--- config.mk ---
export PLATFORM = sky130hd
export DESIGN_NAME = out_serializer
export DESIGN_NICKNAME = d
export VERILOG_FILES = /design/src/rtl/out_serializer_pkg.sv /design/src/rtl/out_serializer_sync_fifo.sv /design/src/rtl/out_serializer.sv
export SDC_FILE = /design/constraint.sdc
export NUM_CORES = 1
export LEC_CHECK = 0
export BUFFER_PORTS_ARGS = -buffer_cell sky130_fd_sc_hd__buf_2
export CAP_MARGIN = 0
export CORE_ASPECT_RATIO = 0.7
export CORE_MARGIN = 10
export CORE_UTILIZATION = 54
export DETAILED_ROUTE_END_ITERATION = 8
export PLACE_DENSITY = 0.76
export SYNTH_ARGS = -nofsm -noshare
export SYNTH_HDL_FRONTEND = slang
export SYNTH_HIERARCHICAL = 1
export SYNTH_SLANG_ARGS = --single-unit
--- constraint.sdc ---
create_clock -name clk -period 3.2 [get_ports clk]
set_clock_uncertainty 0.1 [all_clocks]
set_input_delay 0.48 -clock clk [delete_from_list [all_inputs] [get_ports clk]]
set_output_delay 0.48 -clock clk [all_outputs]
set_load 0.02 [all_outputs]
--- src/rtl/out_serializer_pkg.sv ---
// Shared accelerator definitions: default array geometry, FIFO operation
// encoding and a clog2-based width helper used by the output serializer.
package out_serializer_pkg;

    localparam int unsigned ACC_COL     = 32'd8;
    localparam int unsigned ACC_PSUM_BW = 32'd16;
    localparam int unsigned ACC_DEPTH   = 32'd4;

    typedef enum logic [1:0] {
        FIFO_IDLE = 2'b00,
        FIFO_PUSH = 2'b01,
        FIFO_POP  = 2'b10,
        FIFO_BOTH = 2'b11
    } fifo_op_e;

    // Index width for n items, never narrower than one bit.
    function automatic int unsigned clog2_w(input int unsigned n);
        return (n <= 32'd2) ? 32'd1 : $clog2(n);
    endfunction

endpackage

--- src/rtl/out_serializer_sync_fifo.sv ---
// Synchronous FIFO holding whole psum vectors for the output serializer.
// Push is refused while full and pop while empty, using the count at cycle start.
module sync_fifo
    import out_serializer_pkg::*;
#(
    parameter int unsigned width = ACC_COL * ACC_PSUM_BW,
    parameter int unsigned depth = ACC_DEPTH
) (
    input  logic             clk,
    input  logic             reset,
    input  logic             i_push,
    input  logic [width-1:0] i_wdata,
    input  logic             i_pop,
    output logic [width-1:0] o_rdata,
    output logic             o_full,
    output logic             o_empty
);

    localparam int unsigned PTR_W = clog2_w(depth);
    localparam int unsigned CNT_W = clog2_w(depth + 32'd1);

    logic [width-1:0] r_mem [depth];
    logic [PTR_W-1:0] r_wptr;
    logic [PTR_W-1:0] r_rptr;
    logic [CNT_W-1:0] r_count;
    logic             w_do_push;
    logic             w_do_pop;
    fifo_op_e         w_op;

    function automatic logic [PTR_W-1:0] ptr_inc(input logic [PTR_W-1:0] p);
        return (p == PTR_W'(depth - 32'd1)) ? {PTR_W{1'b0}} : p + PTR_W'(1);
    endfunction

    assign o_full    = (r_count == CNT_W'(depth));
    assign o_empty   = (r_count == {CNT_W{1'b0}});
    assign w_do_push = i_push && !o_full;
    assign w_do_pop  = i_pop && !o_empty;
    assign o_rdata   = r_mem[r_rptr];

    // Classify this cycle's accepted operations.
    always_comb begin
        w_op = fifo_op_e'({w_do_pop, w_do_push});
    end

    // Pointer and occupancy bookkeeping.
    always_ff @(posedge clk) begin
        if (reset) begin
            r_wptr  <= {PTR_W{1'b0}};
            r_rptr  <= {PTR_W{1'b0}};
            r_count <= {CNT_W{1'b0}};
        end else begin
            case (w_op)
                FIFO_PUSH: begin
                    r_wptr  <= ptr_inc(r_wptr);
                    r_count <= r_count + CNT_W'(1);
                end
                FIFO_POP: begin
                    r_rptr  <= ptr_inc(r_rptr);
                    r_count <= r_count - CNT_W'(1);
                end
                FIFO_BOTH: begin
                    r_wptr <= ptr_inc(r_wptr);
                    r_rptr <= ptr_inc(r_rptr);
                end
                default: begin
                    r_count <= r_count;
                end
            endcase
        end
    end

    // Vector storage; contents are left as-is on reset since pointers gate visibility.
    always_ff @(posedge clk) begin
        if (w_do_push) begin
            r_mem[r_wptr] <= i_wdata;
        end
    end

endmodule

--- src/rtl/out_serializer.sv ---
// Buffers core output vectors and emits them one signed psum column per transfer.
// Optional OUT_SERIALIZER_RELU_EN clamps negative columns to zero on FIFO write.
module out_serializer
    import out_serializer_pkg::*;
#(
    parameter int unsigned col     = ACC_COL,
    parameter int unsigned psum_bw = ACC_PSUM_BW,
    parameter int unsigned depth   = ACC_DEPTH
) (
    input  logic                       clk,
    input  logic                       reset,
    input  logic                       in_valid,
    input  logic [psum_bw*col-1:0]     in_data,
    output logic                       in_ready,
    output logic                       out_valid,
    input  logic                       out_ready,
    output logic [psum_bw-1:0]         out_data,
    output logic [clog2_w(col)-1:0]    out_col,
    output logic                       out_last
);

    localparam int unsigned COL_W = clog2_w(col);
    localparam int unsigned VEC_W = psum_bw * col;

    logic [COL_W-1:0]   r_col;
    logic [VEC_W-1:0]   w_wdata;
    logic [VEC_W-1:0]   w_rdata;
    logic [psum_bw-1:0] w_word;
    logic               w_full;
    logic               w_empty;
    logic               w_push;
    logic               w_pop;
    logic               w_xfer;
    logic               w_at_last;

    assign in_ready  = !w_full;
    assign out_valid = !w_empty;
    assign w_push    = in_valid && in_ready;
    assign w_xfer    = out_valid && out_ready;
    assign w_at_last = (r_col == COL_W'(col - 32'd1));
    assign w_pop     = w_xfer && w_at_last;

    // Write-side column conditioning.
    always_comb begin
        w_wdata = in_data;
`ifdef OUT_SERIALIZER_RELU_EN
        for (int c = 0; c < int'(col); c++) begin
            if (in_data[c*psum_bw + psum_bw - 1]) begin
                w_wdata[c*psum_bw +: psum_bw] = {psum_bw{1'b0}};
            end else begin
                w_wdata[c*psum_bw +: psum_bw] = in_data[c*psum_bw +: psum_bw];
            end
        end
`endif
    end

    sync_fifo #(
        .width (VEC_W),
        .depth (depth)
    ) u_fifo (
        .clk     (clk),
        .reset   (reset),
        .i_push  (w_push),
        .i_wdata (w_wdata),
        .i_pop   (w_pop),
        .o_rdata (w_rdata),
        .o_full  (w_full),
        .o_empty (w_empty)
    );

    // Select the current column of the head vector.
    always_comb begin
        w_word = {psum_bw{1'b0}};
        for (int c = 0; c < int'(col); c++) begin
            if (r_col == COL_W'(c)) begin
                w_word = w_rdata[c*psum_bw +: psum_bw];
            end else begin
                w_word = w_word;
            end
        end
    end

    // Output presentation, forced quiet whenever nothing is queued.
    always_comb begin
        if (out_valid) begin
            out_data = w_word;
            out_col  = r_col;
            out_last = w_at_last;
        end else begin
            out_data = {psum_bw{1'b0}};
            out_col  = {COL_W{1'b0}};
            out_last = 1'b0;
        end
    end

    // Column cursor: advances per accepted word, wraps when the head is popped.
    always_ff @(posedge clk) begin
        if (reset) begin
            r_col <= {COL_W{1'b0}};
        end else if (w_xfer) begin
            if (w_at_last) begin
                r_col <= {COL_W{1'b0}};
            end else begin
                r_col <= r_col + COL_W'(1);
            end
        end else begin
            r_col <= r_col;
        end
    end

endmodule

# Yosys cells after proc, flatten, opt, wreduce, memory -nomap -nowiden
# Memory sizes are Yosys's and may differ from the RTL's. A register that Yosys moved wholly into a read port is not among the register bits.
# Cells that the tools add are included.
# totals
output_inout_bits,22
regBits,10
ramBits,512
mem_count,1
# mem_list
name,words,width,rd,rd_ports_with_merged_regs,write_ports,line_no,text
u_fifo.r_mem,4,128,1,1,1,out_serializer_sync_fifo.sv:22,logic [width-1:0] r_mem [depth];
# op_classes
n_eq_ne,13
mux,19
addsub,5
n_reduce_logical,12
# ops
op,n
2-to-1 mux 16 bit,9
"== test 3 bit, second input constant",5
"== test 2 bit, second input constant",4
2-to-1 mux 2 bit,4
"adder 3 x 1 -> 3 bit, second input constant",2
"== test 3 x 2 -> 1 bit, second input constant",2
logical NOT 3 bit,2
2-to-1 mux 3 bit,2
case mux 3 bit (2 select lines),1
logical AND 1 bit,5
"adder 2 x 1 -> 2 bit, second input constant",2
OR reduction 2 bit,2
"== test 3 x 1 -> 1 bit, second input constant",1
2-to-1 mux 1 bit,3
"subtractor 3 x 1 -> 3 bit, second input constant",1
"== test 2 x 1 -> 1 bit, second input constant",1
logical NOT 1 bit,2
nonzero test 2 bit,1

# Longest topological paths before layout
# Gate-level depths: netlist (run 1).
# depth
depth_word,10
depth_mapped,12
depth_no_buf,11

# Cells and area by module
# Netlist (run 1), hierarchy kept.
# modules_own_cells
module,seq_area_each_um2,cells_per_inst,instances,area_per_inst_um2
sync_fifo,15554.9,724,1,18982.0
out_serializer,60.1,276,1,1729.2

# Least setup slack after synthesis (run 1)
# OpenSTA, ideal clock, no wires.
# synth_timing
path_kind,register to register
startpoint,register u_fifo.r_count[0]
endpoint,"memory u_fifo/r_mem[0][0] (netlist bit), enable pin"
t_arrival_ns,2.591
path_buffers,1
stages_incl_launch_ff,6
synth_period_minus_slack_ns,3.121
t_required_ns,2.670
setup_slack_ns,0.079
setup_ns,0.430
path_cell_list,dfxtp_1 -> or3b_1 -> buf_6 -> inv_1 -> nor2b_1 -> and3_2
# synth_via
elab_chain_len,6
# synth_lines
element,line_no,text
"start, declared",out_serializer_sync_fifo.sv:25,logic [CNT_W-1:0] r_count;
"start signal, assigned",out_serializer_sync_fifo.sv:50,r_count <= {CNT_W{1'b0}};
"start signal, assigned",out_serializer_sync_fifo.sv:55,r_count <= r_count + CNT_W'(1);
"start signal, assigned",out_serializer_sync_fifo.sv:59,r_count <= r_count - CNT_W'(1);
== test 3 bit,out_serializer_sync_fifo.sv:34,assign o_full = (r_count == CNT_W'(depth));
named net w_full,out_serializer.sv:29,logic w_full;
logical NOT 1 bit,out_serializer.sv:36,assign in_ready = !w_full;
logical AND 1 bit,out_serializer.sv:38,assign w_push = in_valid && in_ready;
named net w_push,out_serializer.sv:31,logic w_push;
logical AND 1 bit,out_serializer_sync_fifo.sv:36,assign w_do_push = i_push && !o_full;
2-to-1 mux 1 bit,out_serializer_sync_fifo.sv:74,if (w_do_push) begin
2-to-1 mux 1 bit (implied by the code),out_serializer_sync_fifo.sv:75,r_mem[r_wptr] <= i_wdata;
"end, declared",out_serializer_sync_fifo.sv:22,
# The timed path passes the listed nets, and every way through them passes these cells.

==> qor.csv, run 1 <==
metric,value,unit
outcome,"finished, violations left",
failing checks,setup timing,
R2R cell count,10,
Port Buf Inserts,153,
CP most frequent cell,buf_12,
clk_lat worst skew,560,ps
Max clock buf depth,3,
Seq cells post-synth,524,
CTS H-tree depth,2,
Buf/Inv on CP,3,
CP endpoint,out_data[1],
Sink Count,524,
Tcrit/Tclk final,103,%
R2R Path End,u_fifo/r_count[2],
Reg-to-Reg Start,r_col[0],
Int Power,11.4,mW
leakage,8.04,nW
Crit. path cell count,8,
fin area,24600,sq um
DIE AREA,46700,sq um
final WL,50.5,mm
net switching power,3.25,mW
first-pass GRT wire length,74.0,mm
CTS tree,yes,
average wire per standard cell,28.7,um
Mapped Nets,1146,
Setup WS post-layout,-105,ps
drt via density,6.31,
number of flops mapped to enable cells by yosys,512,
Core Region,37500,sq um
CTS Buf Count,46,
CP required,2620,ps
vias in the first global route,11300,
GRT Overall Usage,21.6,%
1st-pass router iterations,5,
placed cells,1632,
critical path arrival,2730,ps
Crit path largest cell delay,420,ps
pre-CTS setup slack,335,ps
CP max stage cell,o211ai_1,
routed vias,11100,
sequential share of power,54.0,%
Initial Util,55.2,%
P&R area growth vs syn,18.6,%
Worst Setup End Kind,primary output,
CP Max Fanout,15,
Syn Inst Count,1000,
Synth area leader,edfxtp_1,
worst vdd ir,0.496,mV
Placer Congestion,0.877,
Synthesis Warnings,6,
grt ovf,0,
Power Density,598,nW/um^2
Die Span X,254,um
r2r setup slk,270,ps
DR iter-0 viols,1273,
initial antenna violation count,9,
"top cells by area, synth","edfxtp_1 74%, mux4_2 14%, dfxtp_1 1.2%",
Pins Over Slew Limit,0,
RSZ-0062 raised after global routing,yes,
Comb pwr share,8.7,%
Clock power frac,37.3,%
clk slew on worst S/H paths,70,ps
ys async rst share,0,%
Worst-Margin Slew,541,ps
Peak Freq,303,MHz
Syn Area/Cell,20.7,sq um
share of post-route cells with drive strength above 1,39.9,%
Cell variety after synth,35,
hpwl dp,32.6,mm
Slew HR,63.9,%
cell with the most instances after synthesis,edfxtp_1,
pin count of the biggest net entering global routing,66,
Placed Area,22300,sq um
Final min period,3310,ps
Min-Delay Path Class,in -> reg,
final cell count without fillers,1761,
critical path class,reg -> out,
Layout Nets,1374,
Post-route DRC,0,
Synth Cell Area,20700,sq um
"Primary FF master, synth",edfxtp_1,
total of max-cap violations,0,
Startpoint Class,register,
final setup vio count,15,
Worst path top cell family by delay,compound AO/OA/AOI/OAI gates,
Yosys top cell area share,74.2,%
hold_ws,24.8,ps
crit-path cells,buf_12 -> buf_12 -> mux4_2 -> nand2_1 -> o211ai_1 -> nand3_2 -> a211oi_2 -> buf_4,
"Seq/Total Area, Yosys",75.4,%
final hold vios,0,
Root Driver,clkbuf_16,
switching share of power,22.1,%
overall power,14.7,mW
Rows,59,
Commonest cells post-synth,"512 x edfxtp_1, 128 x mux4_2, 45 x nor2_1",
die height,184,um
IO Pins,154,
Final ANT Viol Nets,0,
registers in the layout, indices dropped and copies added, names as in the netlist, named ones only:
| register | flops |
|---|---|
| u_fifo/r_wptr | 2 |
| u_fifo/r_mem | 512 |
| u_fifo/r_count | 3 |
| r_col | 3 |
| u_fifo/r_rptr | 2 |
routing by layer:
layer  up-vias  share of wire [%]  wire length (um)  GRT usage, %
met1      5751                 40             20000          30.6
met3        99                 11              5420          4.96
met2       638                 47             23500          33.1
met5         -              0.030                15             0
li1       4620                  -                 -             -
met4         2                3.0              1540          7.12
layout make-up:
cell class / instances / area, sq um
tap: 488 / 611
sequential: 524 / 15600
timing repair buffer: 239 / 1930
clock inverter: 28 / 235
antenna: 9 / 22.5
clock buffer: 56 / 1250
multi-input combinational: 402 / 4830
inverter: 15 / 56.3
fill: 2378 / 12900
per-stage QoR:
| stage | TNS, ps | util, % |
|---|---|---|
| floorplan | 0 | - |
| CTS | -815 | 64.9 |
| global placement | 0 | 59.6 |
| finish | -812 | 65.5 |
| global route | -1830 | 65.5 |
| detailed placement | 0 | 59.6 |
power groups by stage:
stage	Sequential [mW]	Combinational [mW]	Clock, mW
CTS	7.93	1.24	5.56
detailed placement	8.08	1.18	0
floorplan	8.07	0.626	0
finish	7.94	1.28	5.48
global route	7.95	1.35	5.85
global placement	8.06	1.16	0
kinds of logic (layout without fill, tap and decap cells):
| kind of cell | count (synthesis) | in the layout | synth area share, % |
|---|---|---|---|
| DFF | 524 | 524 | 75.4 |
| and+or+nand+nor | 133 | 133 | 2.99 |
| muxes | 128 | 128 | 13.9 |
| AOI/OAI and AO/OA | 125 | 125 | 4.51 |
| buffers and inverters | 74 | 338 | 2.22 |
| adders and majority gates | 14 | 14 | 0.882 |
| xor gates and xnor gates | 2 | 2 | 0.0846 |
| other | 0 | 9 | 0 |
worst min-delay path by stage:
| stage | start | end | slack (ps) | cells past startpoint |
|---|---|---|---|---|
| finish | in_data[20] | u_fifo/r_mem[2][20] | 20 | 1 |
| global route | in_data[68] | u_fifo/r_mem[2][68] | 20 | 1 |
| CTS | in_data[20] | u_fifo/r_mem[3][20] | 2 | 1 |
| detailed placement | u_fifo/r_rptr[1] | register | 380 | 2 |
| global placement | u_fifo/r_rptr[1] | register | 360 | 2 |
| floorplan | u_fifo/r_rptr[1] | register | 350 | 2 |
cell usage in the layout, fill, tap and decap left out, types with 2 or more instances in the layout:
cell	netlist	layout
edfxtp_1	512	512
buf_2	20	142
mux4_2	128	128
buf_4	6	56
clkbuf_16	0	50
nor2_1	45	44
nand2_1	37	33
a21oi_1	41	33
buf_12	0	24
nor2b_1	19	18
o211ai_1	16	16
a221o_1	16	16
a211oi_2	8	15
o221a_2	15	15
inv_1	15	14
clkinv_2	0	11
ha_1	13	10
clkinv_1	0	10
diode_2	0	9
nand3_1	17	9
dfxtp_1	12	9
o21ai_1	0	8
a21oi_2	0	8
nand3_2	0	8
o21ai_0	18	7
clkbuf_1	13	7
buf_16	0	7
buf_6	18	7
bufinv_16	0	4
and3_4	0	4
nor3_1	3	3
o21ai_2	0	3
clkinvlp_4	0	3
nand2_4	0	2
nand2_2	0	2
nand2b_4	0	2
ha_4	0	2
xor2_1	2	2
dfxtp_4	0	2
what timing repair did:
action / CTS / global route
resized for setup: 58 / 26
gates cloned: 5 / 1
buffers inserted: 19 / 10
pin swaps: 13 / 14
hold buffers: 1 / 0
setup endpoints to repair: 16 / 16
hold endpoints to repair: 4 / 0
No activity file was read; power rests on OpenSTA's default activity.
==> run 2, diff against run 1 <==
--- a/config.mk
+++ b/config.mk
@@ -12,6 +12,7 @@
 export CORE_UTILIZATION = 54
 export DETAILED_ROUTE_END_ITERATION = 8
 export PLACE_DENSITY = 0.76
+export SETUP_SLACK_MARGIN = 0.2
 export SYNTH_ARGS = -nofsm -noshare
 export SYNTH_HDL_FRONTEND = slang
 export SYNTH_HIERARCHICAL = 1
==> run 2 against run 1 <==
  * Critical path type unchanged
  * Sequential share of layout area grew 0.17 points
  * Clock power is essentially flat
  * Total power is essentially flat
  * Die area is the same
  * Worst hold slack is essentially flat
  * Non-clock buffer count shrank 3
  * Critical endpoint is now out_data[13]
  * Critical path depth shrank 1
  * Sequential power is essentially flat
  * First-iteration DRC count shrank 6.4%
  * Register-to-register slack gained 80 ps
  * The flow still finishes with violations (setup timing)
==> qor.csv, run 2 (synthesis results as in run 1) <==
metric,value,unit
outcome,"finished, violations left",
failing checks,setup timing,
Root Driver,clkbuf_16,
CP Max Fanout,9,
Port Buf Inserts,153,
Post-route DRC,0,
final setup vio count,11,
Layout Nets,1371,
"leading cell type in the layout, fill and taps excluded",edfxtp_1,
pre-CTS setup slack,335,ps
hold_ws,24.3,ps
Largest register FFs,512,
hpwl dp,32.6,mm
DR iter-0 viols,1192,
Slew HR,63.2,%
P&R area growth vs syn,18.3,%
Placer Congestion,0.877,
Tcrit/Tclk final,103,%
leakage,8.02,nW
IO Pins,154,
Setup WS post-layout,-91.3,ps
final cell count without fillers,1757,
Layout fillers,2389,
Worst-Margin Slew,552,ps
"Most flops, register",u_fifo/r_mem,
drt via density,6.31,
Min-Delay Path Class,in -> reg,
Final ANT Viol Nets,0,
die height,184,um
Peak Freq,304,MHz
first-pass GRT wire length,74.0,mm
Power Density,599,nW/um^2
fin area,24500,sq um
Pins Over Slew Limit,0,
Rows,59,
final hold vios,0,
Startpoint Class,register,
RSZ-0062 raised after global routing,yes,
CP required,2620,ps
Final min period,3290,ps
worst vdd ir,0.496,mV
critical path arrival,2710,ps
most frequent cells in the layout,"512 x edfxtp_1, 142 x buf_2, 128 x mux4_2",
critical path class,reg -> out,
largest registers,"u_fifo/r_mem x512, r_col x3, u_fifo/r_count x3",
placed cells,1632,
total of max-cap violations,0,
share of post-route cells with drive strength above 1,39.6,%
Worst Setup End Kind,primary output,
CTS tree,yes,
pin count of the biggest net entering global routing,66,
Core Region,37500,sq um
Max clock buf depth,3,
Die Span X,254,um
grt ovf,0,
final WL,50.3,mm
routed vias,11100,
average wire per standard cell,28.6,um
Placed Area,22300,sq um
post-route core utilization,65.3,%
DIE AREA,46700,sq um
initial antenna violation count,10,
GRT Overall Usage,21.6,%
vias in the first global route,11200,
Sink Count,524,
Initial Util,55.2,%
CTS H-tree depth,2,
CTS Buf Count,46,
1st-pass router iterations,8,
clk_lat worst skew,560,ps
clk slew on worst S/H paths,60,ps
## run 2: cell types whose count changed in the layout (fill, tap and decap cells not counted), sizes merged
cell	previous run	this run
diode	9	8
buf	237	234
## run 2: metal layers
| layer | part of all wire, % | track usage [%] |
|---|---|---|
| met5 | 0.030 | 0 |
| met4 | 2.7 | 6.66 |
| met3 | 10 | 5.08 |
| met2 | 47 | 33.2 |
| met1 | 40 | 30.6 |
## run 2: power breakdown
group,total (mW),switching (mW),internal [mW]
Clock,5.48,2.37,3.11
Combinational,1.27,0.795,0.477
Sequential,7.94,0.0737,7.86
## run 2: repair_timing
item                       4_1_cts  5_1_grt
setup buffers                   19        7
cloned                           5        1
resized for setup               58       21
hold buffers                     1        0
hold endpoints to repair         4        0
pin swaps                       13       11
setup endpoints to repair       16       18
## run 2: path summary, 6_finish.rpt
path	to	slack [ps]	cells after the start	from
hold / removal	u_fifo/r_mem[2][20]	20	1	in_data[20]
setup / recovery	out_data[13]	-90	7	register
setup reg to reg	u_fifo/r_count[2]	350	10	r_col[1]
hold reg to reg	register	390	2	u_fifo/r_rptr[1]
## run 2: worst max-delay path: stages, from the launching register on
cell	delay, ps
dfxtp_4	380
buf_12	170
buf_16	170
mux4_2	550
a221o_1	410
a21oi_2	190
a211oi_2	100
buf_4	170
## run 2: per-stage QoR
stage          total power, mW  setup TNS, ps
2_1_floorplan             8.70              0
3_3_place_gp              9.22              0
3_5_place_dp              9.26              0
4_1_cts                   14.7           -815
5_1_grt                   15.1          -1580
6_report                  14.7           -572
## run 2: layout make-up
type | count | area (sq um) | share of cell area (%)
inverters | 15 | 56.3 | 0.230
clock buffers | 56 | 1250 | 5.11
flip-flops and latches | 524 | 15600 | 63.8
repair buffers | 236 | 1890 | 7.71
diodes | 8 | 20.0 | 0.0817
well taps | 488 | 611 | 2.49
multi-input cells | 402 | 4810 | 19.6
clock inverters | 28 | 235 | 0.960
